$ cat src/rtl/broken_mon_pkg.sv
`default_nettype none
// +----------------------------------------------------------------------+
// | Module   : broken_mon_pkg                                            |
// | Purpose  : Shared types and constants for broken_output_monitor:     |
// |            the run-tracking state enum and the read-select codes.    |
// | Revision : 1.0 - initial release                                     |
// +----------------------------------------------------------------------+
package broken_mon_pkg;

   typedef enum logic [1:0] {
      IDLE = 2'd0,
      HIGH = 2'd1,
      OVER = 2'd2
   } mon_state_t;

   localparam logic [1:0] SEL_EDGE = 2'd0;
   localparam logic [1:0] SEL_OVR  = 2'd1;
   localparam logic [1:0] SEL_MAX  = 2'd2;
   localparam logic [1:0] SEL_RUN  = 2'd3;

endpackage
`default_nettype wire

$ cat src/rtl/broken_output_monitor_sat_counter.sv
`default_nettype none
// +----------------------------------------------------------------------+
// | Module   : sat_counter                                               |
// | Purpose  : Saturating up-counter with synchronous clear and load-1.  |
// | Ports    : clk_broken - clock (rising edge)                          |
// |            rst_n      - asynchronous active-low reset                |
// |            clr        - synchronous clear to 0 (highest priority)    |
// |            load1      - synchronous load of 1                        |
// |            inc        - increment, holds at all-ones                 |
// |            q          - counter value                                |
// | Revision : 1.0 - initial release                                     |
// +----------------------------------------------------------------------+
module sat_counter #(
   parameter int W = 8
) (
   input  logic         clk_broken,
   input  logic         rst_n,
   input  logic         clr,
   input  logic         inc,
   input  logic         load1,
   output logic [W-1:0] q
);

   always_ff @(posedge clk_broken or negedge rst_n) begin
      if (!rst_n) begin
         q <= '0;
      end else if (clr) begin
         q <= '0;
      end else if (load1) begin
         q <= W'(1);
      end else if (inc && (q != {W{1'b1}})) begin
         q <= q + 1'b1;
      end
   end

endmodule
`default_nettype wire

$ cat src/rtl/broken_output_monitor.sv
`default_nettype none
// +----------------------------------------------------------------------+
// | Module   : broken_output_monitor                                     |
// | Purpose  : Observes a level signal, counts rising events, measures   |
// |            high-run lengths, flags runs exceeding a programmable     |
// |            limit and exposes statistics through a 1-cycle read port. |
// | Ports    : clk_broken   - clock (rising edge)                        |
// |            rst_n        - asynchronous active-low reset              |
// |            mon_in       - monitored level                            |
// |            clear        - synchronous clear of statistics and FSM    |
// |            run_limit    - max legal run length, 0 disables checking  |
// |            rd_req/rd_sel- read strobe and field select               |
// |            rd_ack/rd_data - read response, 1 cycle after rd_req      |
// |            over_run_irq - one-cycle pulse per over-long run          |
// |            busy         - high while a run is in progress            |
// | Revision : 1.0 - initial release                                     |
// +----------------------------------------------------------------------+
module broken_output_monitor
   import broken_mon_pkg::*;
#(
   parameter int CNT_W = 16,
   parameter int RUN_W = 8
) (
   input  logic             clk_broken,
   input  logic             rst_n,
   input  logic             mon_in,
   input  logic             clear,
   input  logic [RUN_W-1:0] run_limit,
   input  logic             rd_req,
   input  logic [1:0]       rd_sel,
   output logic             rd_ack,
   output logic [CNT_W-1:0] rd_data,
   output logic             over_run_irq,
   output logic             busy
);

   mon_state_t       state;
   logic             mon_q;
   logic [RUN_W-1:0] max_run;
   logic [CNT_W-1:0] edge_count;
   logic [CNT_W-1:0] overrun_count;
   logic [RUN_W-1:0] run_len;

   logic             run_start;
   logic             run_inc;
   logic             over_hit;
   logic [RUN_W-1:0] run_next;
   logic [CNT_W-1:0] rd_mux;

   // A run only starts on a low-to-high transition of the sampled level.
   // mon_q tracks the previous sample even across clear, so a level that is
   // already high when clear is applied is not counted until it drops.
   assign run_start = (state == IDLE) && mon_in && !mon_q;
   assign run_inc   = (state != IDLE) && mon_in;

   // Run length as it will be after this edge, for the overrun compare.
   assign run_next  = (run_len == {RUN_W{1'b1}}) ? run_len : run_len + 1'b1;
   assign over_hit  = (state == HIGH) && mon_in && (run_limit != '0) &&
                      (run_next > run_limit);

   assign busy = (state != IDLE);

   sat_counter #(.W(CNT_W)) u_edge_cnt (
      .clk_broken (clk_broken),
      .rst_n      (rst_n),
      .clr        (clear),
      .inc        (run_start),
      .load1      (1'b0),
      .q          (edge_count)
   );

   sat_counter #(.W(CNT_W)) u_ovr_cnt (
      .clk_broken (clk_broken),
      .rst_n      (rst_n),
      .clr        (clear),
      .inc        (over_hit),
      .load1      (1'b0),
      .q          (overrun_count)
   );

   sat_counter #(.W(RUN_W)) u_run_cnt (
      .clk_broken (clk_broken),
      .rst_n      (rst_n),
      .clr        (clear),
      .inc        (run_inc),
      .load1      (run_start),
      .q          (run_len)
   );

   // Read mux sees pre-update values; narrower fields are zero-extended.
   always_comb begin
      rd_mux = '0;
      case (rd_sel)
         SEL_EDGE: rd_mux = edge_count;
         SEL_OVR:  rd_mux = overrun_count;
         SEL_MAX:  rd_mux = CNT_W'(max_run);
         SEL_RUN:  rd_mux = CNT_W'(run_len);
         default:  rd_mux = '0;
      endcase
   end

   always_ff @(posedge clk_broken or negedge rst_n) begin
      if (!rst_n) begin
         state        <= IDLE;
         mon_q        <= 1'b0;
         max_run      <= '0;
         over_run_irq <= 1'b0;
         rd_ack       <= 1'b0;
         rd_data      <= '0;
      end else begin
         rd_ack       <= rd_req;
         if (rd_req) begin
            rd_data <= rd_mux;
         end
         over_run_irq <= 1'b0;
         mon_q        <= mon_in;

         if (clear) begin
            state   <= IDLE;
            max_run <= '0;
         end else begin
            case (state)
               IDLE: begin
                  if (run_start) begin
                     state <= HIGH;
                  end
               end
               HIGH: begin
                  if (!mon_in) begin
                     state <= IDLE;
                     if (run_len > max_run) max_run <= run_len;
                  end else if (over_hit) begin
                     state        <= OVER;
                     over_run_irq <= 1'b1;
                  end
               end
               OVER: begin
                  if (!mon_in) begin
                     state <= IDLE;
                     if (run_len > max_run) max_run <= run_len;
                  end
               end
               default: state <= IDLE;
            endcase
         end
      end
   end

endmodule
`default_nettype wire
$ cat config.mk
export PLATFORM = sky130hd
export DESIGN_NAME = broken_output_monitor
export DESIGN_NICKNAME = d
export VERILOG_FILES = /design/src/rtl/broken_mon_pkg.sv /design/src/rtl/broken_output_monitor_sat_counter.sv /design/src/rtl/broken_output_monitor.sv
export SDC_FILE = /design/constraint.sdc
export NUM_CORES = 1
export LEC_CHECK = 0
export CORE_MARGIN = 1
export CORE_UTILIZATION = 53
export CTS_CLUSTER_SIZE = 14
export DETAILED_ROUTE_END_ITERATION = 10
export PLACE_DENSITY = 0.76
export SYNTH_ARGS = -nofsm -noshare
export SYNTH_HDL_FRONTEND = slang
export SYNTH_HIERARCHICAL = 1
export SYNTH_SLANG_ARGS = --single-unit
export TNS_END_PERCENT = 10
$ cat constraint.sdc
create_clock -name clk_broken -period 3.3 [get_ports clk_broken]
set_input_delay 0.66 -clock clk_broken [delete_from_list [all_inputs] [get_ports clk_broken]]
set_output_delay 0.66 -clock clk_broken [all_outputs]
set_load 0.01 [all_outputs]
# --- Word-level counts from Yosys, hierarchy flattened ---
# Cells that the tools add are included.
totals:
  elab_cells: 72
  register_bits: 69
  input_bits: 15
op_classes:
  n_addsub: 3
  n_eq_ne: 13
  n_reduce_logical: 22
  order_cmp: 2
  n_mux: 23
op_table:
  columns: ["cell", "n"]
  rows:
  - ["$mux 16", 4]
  - ["$mux 8", 8]
  - ["$pmux 16 s4", 1]
  - ["$add 16x1->16 const B", 2]
  - ["$ne 16x16->1 const B", 2]
  - ["$gt 8x8->1", 2]
  - ["$mux 2", 5]
  - ["$reduce_bool 2->1", 5]
  - ["$logic_and 1x1->1", 9]
  - ["$add 8x1->8 const B", 1]
  - ["$eq 8x8->1 const B", 1]
  - ["$ne 8x8->1 const B", 1]
  - ["$reduce_bool 8->1", 1]
  - ["$eq 2x2->1 const B", 3]
  - ["$pmux 2 s3", 1]
  - ["$reduce_and 3->1", 2]
  - ["$eq 2x1->1 const B", 2]
  - ["$logic_not 2->1", 2]
  - ["$mux 1", 4]
  - ["$ne 4x3->1 const B", 1]
  - ["$ne 3x2->1 const B", 1]
  - ["$ne 3x3->1 const B", 1]
  - ["$reduce_bool 3->1", 1]
  - ["$ne 2x1->1 const B", 1]
  - ["2 further kinds", 2]

# --- Longest topological paths before layout ---
# Gate-level depths: netlist of the first run.
logic_depth:
  ltp_word: 8
  mapped_depth: 16
  mapped_depth_nobuf: 15

# --- Hierarchy ---
# The synthesis of the first run kept the hierarchy.
modules_own_cells:
  columns: ["module", "seq_area_each_um2", "instances", "area_per_inst_um2", "cells_each"]
  rows:
  - ["broken_output_monitor", 725.7, 1, 2173.3, 205]
  - ["sat_counter (u_edge_cnt ...)", 400.4, 2, 915.9, 102]
  - ["sat_counter (u_run_cnt)", 200.2, 1, 466.7, 49]

# --- Worst setup path after synthesis of the first run ---
# Ideal clock, no wire load.
synth_timing:
  path_kind: "register to register"
  start: "register u_run_cnt.q[0]"
  end: "register u_ovr_cnt.q[13]"
  arrival_time_ns: 3.200
  period_less_slack_ns: 3.279
  required_ns: 3.221
  path_slack_ns: 0.021
  setup_ns: 0.079
  path_stages_with_launch: 15
  cell_sequence: "dfrtp_1 > ha_1 > and3_2 > nand3_2 > mux2_2 > ha_1 > nand4_1 > nor2_1 > a211oi_1 > o21ai_0 > inv_1 > clkbuf_1 > nand4_1 > nor4_1 > mux2i_1"
synth_between:
  elab_chain_len: 6
synth_rtl:
  columns: ["item", "line", "text"]
  rows:
  - ["start, declared", "broken_output_monitor_sat_counter.sv:21", "output logic [W-1:0] q"]
  - ["start signal, assigned", "broken_output_monitor_sat_counter.sv:32", "q <= q + 1'b1;"]
  - ["$add 8x1->8 or $eq 8x8->1 (tied branches)", "broken_output_monitor.sv:57", "assign run_next = (run_len == {RUN_W{1'b1}}) ? run_len : run_len + 1'b1;"]
  - ["$mux 8 *", "broken_output_monitor.sv:57", null]
  - ["$gt 8x8->1 *", "broken_output_monitor.sv:59", "(run_next > run_limit);"]
  - ["$logic_and 1x1->1 *", "broken_output_monitor.sv:58", "assign over_hit = (state == HIGH) && mon_in && (run_limit != '0) &&"]
  - ["net over_hit", "broken_output_monitor.sv:46", "logic over_hit;"]
  - ["$logic_and 1x1->1 *", "broken_output_monitor_sat_counter.sv:31", "end else if (inc && (q != {W{1'b1}})) begin"]
  - ["$reduce_bool 2->1 (no source line) *", null, null]
  - ["end signal, assigned", "broken_output_monitor_sat_counter.sv:32", null]
  - ["end, declared", "broken_output_monitor_sat_counter.sv:21", null]
# Mark *: on every way through the listed nets, which the timed path passes. The rest lies on a longest branch.
# A chain may end at the register's enable or synchronous reset.

# --- Worst setup path in the final report of the first run ---
layout_timing:
  start: "register u_run_cnt.q[0]"
  end: "register u_ovr_cnt.q[5]"
# Same word-level chain as after synthesis.

==> impl_metrics.toml, run 1 <==
[run_status]
outcome = "complete, but fails checks"
violations = "design-rule violations"

[route]
first_pass_iters = 10
first_iter_violations = 272
wire_per_inst_um = 17.6
drc = 2
num_vias = 3816
vias_per_cell = 6.14
antenna_left = 0
finalWirelength_um = 10900

[layout]
drive_above_1_share_pct = 12.6
fillCellCount = 683
final_cells = 622
nNetsFinal = 550
area_growth_pct = 15.9
diodes = 0

[critical_path]
worstSetupStartpointType = "flop"
worstPathArrival_ps = 3450
crit_fanout = 10
cp-endpoint = "u_ovr_cnt/q[5]$_DFFE_PN0P_"
rrSetupSlack_ps = 120
critical_path.startpoint = "u_run_cnt/q[0]$_DFFE_PN0P_"
regToRegEndpoint = "u_ovr_cnt/q[5]$_DFFE_PN0P_"
worstRegToRegCells = 14
worst-endpoint-required_ps = 3570
cp-end-kind = "flop"
reg2reg_from = "u_run_cnt/q[0]$_DFFE_PN0P_"
crit_type = "flop to flop"

[global_routing]
grt_overflow = 0
grt_max_degree = 70
met1_usage_pct = 35.0
antenna_found_initial = 0
track_usage_pct = 26.7
grt_pass1_vias = 3662
grt_most_used_layer = "met2"
grt_pass1_wl_um = 18100
gr-usage-met2_pct = 44.3
use_met3_pct = 4.13

[yosys]
yosys_warnings = 6
avgSynthCellArea_um2 = 9.76
yosysMostFrequentCell = "dfrtp_1"
synth_top_cells_by_area = "dfrtp_1 39%, ha_1 6.4%, mux2i_1 5.8%, mux4_1 3.5%, inv_1 2.9%"
yosysSeqAreaShare_pct = 38.6
netlist_top_cells_count = "69 x dfrtp_1, 35 x inv_1, 29 x nand2_1"
ys_seq_elements = 69
synth-edff-count = 0
yosys.area.top_type = "dfrtp_1"
synth_cell_types = 58
synthCells = 458
syn-cell-area_um2 = 4470
dominantRegCellSynth = "dfrtp_1"
synth_top_area_share_pct = 38.6
synthArstFlopShare_pct = 100

[flow_run]
cap_violations = 0

[timing]
drv_slew = 0
finalSetupViolCount = 0
clock_skew_ps = 14.9
worstMarginPinSlew_ps = 696
finalCritPeriodShare_pct = 96.3
max_freq_mhz = 315
rsz0062_at_grt = "yes"
finalHoldViolCount = 0
min_period_ps = 3180
max_slew_margin_pct = 53.5
setup_tns_ps = 0

[cts]
cts_tree = "done"
cts_root_buf = "clkbuf_8"
h-tree-depth = 3
cts_buffers = 9
cts_hold_buf = 0
clock_latency_ps = 350
clock_path_buffers = 2
clock-sinks = 69
path_clk_slew_ps = 80

[placed_design]
gp_congestion = 0.913
dpl.cell_count = 604
post-dp-hpwl_um = 7490
io_buffers = 33

[die]
die_w_um = 93.9
dieArea_um2 = 8810
start_util_pct = 54.7
core_um2 = 8180
io_pins = 34
num_rows = 33
die_h_um = 93.9

[hold_path]
hp-class = "primary input to asynchronous set/reset pin"

[power_and_ir_drop]
vdd_drop_max_mv = 0.198
power.density_nw_per_um2 = 348
power_leakage_uw = 0.00223
-- layout by cell type (no fill, tap or decap), types with 5 or more instances in the layout --
cell / n
a21oi_1: 24
a31oi_1: 11
and3_1: 10
buf_4: 17
clkbuf_8: 9
clkdlybuf4s50_1: 32
conb_1: 12
dfrtp_1: 69
ha_1: 23
inv_1: 34
mux2_2: 7
mux2i_1: 26
mux4_1: 6
nand2_1: 28
nand2b_1: 18
nand3_1: 15
nand4_1: 20
nor2_1: 18
nor3_1: 7
nor4_1: 5
o21ai_0: 18
o22ai_1: 8
or2_2: 5
or3_1: 19
-- what timing repair did --
item,CTS,global route
endpoints found under the setup margin,3,12
setup buffers,0,2
pin swaps,0,6
resized for setup,3,9
-- per-layer routing --
metal	routed length [µm]	share of wire, %
met1	4760	44
met2	5420	50
met3	572	5.2
met4	170	1.6
met5	0	0
-- per-stage QoR --
stage / power [µW] / cell area (µm²) / util, % / hold WS (ps) / setup slack [ps]
after floorplan: 1080 / 4510 / - / 364 / 20.6
after global placement: 1180 / 4960 / 60.7 / 491 / -20.1
after detailed placement: 1190 / 4960 / 60.7 / 497 / -112
after CTS: 1800 / 5130 / 62.8 / 334 / 39.0
after global routing: 1880 / 5180 / 63.4 / 342 / -18.9
final: 1800 / 5180 / 63.4 / 302 / 122
-- worst min-delay path by stage --
stage | start | endpoint | slack [ps] | depth (start not counted)
2_1_floorplan | rst_n | max_run[0]$_DFFE_PN0P_ | 360 | 0
3_3_place_gp | rd_data[5]$_DFFE_PN0P_ | rd_data[5]$_DFFE_PN0P_ | 490 | 1
3_5_place_dp | rd_data[5]$_DFFE_PN0P_ | rd_data[5]$_DFFE_PN0P_ | 500 | 1
4_1_cts | rst_n | u_run_cnt/q[6]$_DFFE_PN0P_ | 330 | 2
5_1_grt | rst_n | u_run_cnt/q[6]$_DFFE_PN0P_ | 340 | 2
6_report | rst_n | u_run_cnt/q[6]$_DFFE_PN0P_ | 300 | 2
-- cell families (layout without fill, tap and decap cells) --
logic type | after synthesis | count (layout) | share of synthesized area [%]
AOI/OAI and AO/OA | 93 | 93 | 13.2
xor gates and xnor gates | 4 | 4 | 0.783
adders and majority gates | 23 | 23 | 6.44
buffers and inverters | 54 | 102 | 6.16
DFF | 69 | 69 | 38.6
muxes | 43 | 43 | 12.8
other | 1 | 12 | 0.0839
and+or+nand+nor | 171 | 171 | 22.0
-- worst max-delay path, stage by stage (launching register included) --
cell and delay, ps:
dfrtp_1 390, ha_1 210, and3_2 220, nand3_4 120, mux2_2 350, ha_1 300
nor2b_2 130, o211ai_1 120, a21oi_2 210, o21ai_2 110, inv_2 100, buf_4 170
nand4_1 150, or3_1 350, a21oi_1 180
-- flip-flops by register name, summed over array words and instances (netlist names) --
name	count
rd_data	16
u_edge_cnt/q	16
u_ovr_cnt/q	16
max_run	8
u_run_cnt/q	8
state	2
mon_q	1
over_run_irq	1
rd_ack	1
-- area by class of cell --
cell class,count,area (µm²),share of cell area [%]
multi-input cells,346,2550,49.3
flip-flops and latches,69,1730,33.3
repair buffers,51,473,9.12
inverters,35,131,2.53
well taps,105,131,2.53
clock buffers,10,128,2.46
clock inverters,6,40.0,0.772
-- power breakdown --
group | switching [µW] | internal [µW]
logic | 177 | 136
clock network | 344 | 271
registers | 12.1 | 862
No activity file was read; power rests on OpenSTA's default activity.
==> inputs of run 2 (changes only) <==
Settings changed: CAP_MARGIN from default to 20.
==> results of run 2 <==
Same layout as run 1: the final DEF is identical, and so are final timing and power.
==> inputs of run 3 (changes only) <==
Settings changed: CORE_UTILIZATION 53 to 55.
Clock period 3.3 ns to 3.2 ns, I/O delays scaled along.
==> run 3 against run 2 <==
  * The flow now finishes without violations
  * Sequential power increased by 3.1%
  * Sequential cell count unchanged
  * Register-to-register slack worse by 70 ps
  * Clock power up 40%
  * Combinational power up 5%
  * Critical path depth rose by 1
  * Power is 16% higher
  * Core utilization rose by 5.2 points
  * Die area decreased by 3.6%
  * Critical endpoint is now u_ovr_cnt/q[11]$_DFFE_PN0P_
  * Largest power group unchanged
==> impl_metrics.toml, run 3 (synthesis results as in run 1) <==
[run_status]
outcome = "finished, final reports clean"

[die]
start_util_pct = 57.3
io_pins = 34
num_rows = 32
dieArea_um2 = 8500
core_um2 = 7810
die_h_um = 92.2
die_w_um = 92.2

[timing]
finalCritPeriodShare_pct = 98.3
drv_slew = 0
timing.final.ws_setup_ps = 55.5
finalSetupViolCount = 0
clock_skew_ps = 9.58
finalHoldViolCount = 0
max_slew_margin_pct = 59.5
setup_tns_ps = 0
min_period_ps = 3140
max_freq_mhz = 318
rsz0062_at_grt = "yes"
worstMarginPinSlew_ps = 608

[critical_path]
rrSetupSlack_ps = 60
slowest_delay_ps = 480
worstPathArrival_ps = 3420
worst-endpoint-required_ps = 3480
cp_cell_sequence = "ha_2, and3_4, nand3_4, mux2_2, ha_1, nor2b_1, o211ai_1, a21oi_2, o21ai_1, buf_4, inv_4, nand2_2, nor2_2, or4b_4, a21oi_2"
worstSetupStartpointType = "flop"
cp_slowest_cell = "or4b_4"
crit_fanout = 6
crit_type = "flop to flop"
crit_top_cell = "a21oi_2"
cp-end-kind = "flop"
cp_top_family = "simple AND/OR/NAND/NOR gates"
crit_buf_inv = 2

[power_and_ir_drop]
power.density_nw_per_um2 = 390
intPower_uw = 1550
power_leakage_uw = 0.00232
p_sw_uw = 540
swShare_pct = 25.8
vdd_drop_max_mv = 0.228
clkPwrFrac_pct = 41.2
combPwrFrac_pct = 15.7
power_frac_seq_pct = 43.1

[global_routing]
grt_max_degree = 25
antenna_found_initial = 0
grt_pass1_vias = 3802
track_usage_pct = 27.5
grt_overflow = 0
grt_pass1_wl_um = 18200

[cts]
cts_tree = "done"
cts_root_buf = "clkbuf_8"
clock-sinks = 69
path_clk_slew_ps = 80
clock_latency_ps = 340
cts_buffers = 9
h-tree-depth = 3
clock_path_buffers = 2
cts_hold_buf = 0

[route]
num_vias = 3892
first_iter_violations = 304
antenna_left = 0
wire_per_inst_um = 17.5
first_pass_iters = 5
vias_per_cell = 6.15
drc = 0
finalWirelength_um = 11100

[placed_design]
io_buffers = 33
dpl.cell_count = 612
post-dp-hpwl_um = 7890
place_ws_ps = -136
gp_congestion = 0.926

[layout]
diodes = 0
nNetsFinal = 564
final_cells = 633
final_common_cell = "dfrtp_1"
most-common-layout-cells = "69 x dfrtp_1, 34 x inv_1, 32 x clkdlybuf4s50_1, 32 x buf_4, 28 x nand2_1"
drive_above_1_share_pct = 15.3
top_regs = "rd_data (16), u_edge_cnt/q (16), u_ovr_cnt/q (16)"
area_growth_pct = 19.8

[hold_path]
hp-class = "primary input to asynchronous set/reset pin"

[flow_run]
cap_violations = 0
run 3: changes by cell type in the layout (fill, tap and decap cells not counted), moves of 2 or more:
| cell | delta |
|---|---|
| bufinv_16 | +3 |
| clkinv_2 | -2 |
| buf_4 | +15 |
| and3_4 | +2 |
run 3: layout make-up:
type	count	area (µm²)
Multi-Input combinational cell	346	2560
Fill cell	620	2450
Sequential cell	69	1730
Timing Repair Buffer	65	566
Inverter	35	134
Clock buffer	10	128
Tap cell	102	128
Clock inverter	6	111
run 3: routing by layer:
metal / up-vias / track usage, % / wire length (µm)
li1: 1847 / - / -
met1: 1863 / 36.0 / 4950
met2: 164 / 46.0 / 5270
met3: 18 / 4.15 / 630
met4: 0 / 10.3 / 218
met5: - / 0 / 0
run 3: path summary, 6_finish.rpt:
| check | startpoint | endpoint | cells after the start |
|---|---|---|---|
| worst min-delay path | rst_n | mon_q$_DFF_PN0_ | 1 |
| max in group asynchronous | rst_n | u_ovr_cnt/q[8]$_DFFE_PN0P_ | 2 |
| worst max register to register | u_run_cnt/q[1]$_DFFE_PN0P_ | u_ovr_cnt/q[11]$_DFFE_PN0P_ | 15 |
| worst min register to register | u_ovr_cnt/q[14]$_DFFE_PN0P_ | u_ovr_cnt/q[14]$_DFFE_PN0P_ | 1 |
| worst max-delay path | u_run_cnt/q[1]$_DFFE_PN0P_ | u_ovr_cnt/q[11]$_DFFE_PN0P_ | 15 |
| min in group clk_broken | u_ovr_cnt/q[14]$_DFFE_PN0P_ | u_ovr_cnt/q[14]$_DFFE_PN0P_ | 1 |
run 3: repair_timing:
action / 4_1_cts / 5_1_grt
setup endpoints to repair: 11 / 13
pin swaps: 2 / 11
buffers inserted: 2 / 3
resized for setup: 5 / 10
run 3: power groups by stage:
stage	registers [µW]	logic (µW)	clock network, µW
3_5_place_dp	918	317	0
6_report	901	328	861
5_1_grt	903	367	908
3_3_place_gp	917	306	0
2_1_floorplan	926	186	0
4_1_cts	901	323	876
run 3: through the flow:
| step | utilization, % | area [µm²] | hold slack [ps] | total power (µW) |
|---|---|---|---|---|
| after floorplan | - | 4510 | 344 | 1110 |
| after global placement | 64.4 | 5020 | 490 | 1220 |
| after detailed placement | 64.4 | 5020 | 497 | 1240 |
| after CTS | 67.8 | 5300 | 289 | 2100 |
| after global routing | 68.6 | 5360 | 320 | 2180 |
| final | 68.6 | 5360 | 289 | 2090 |
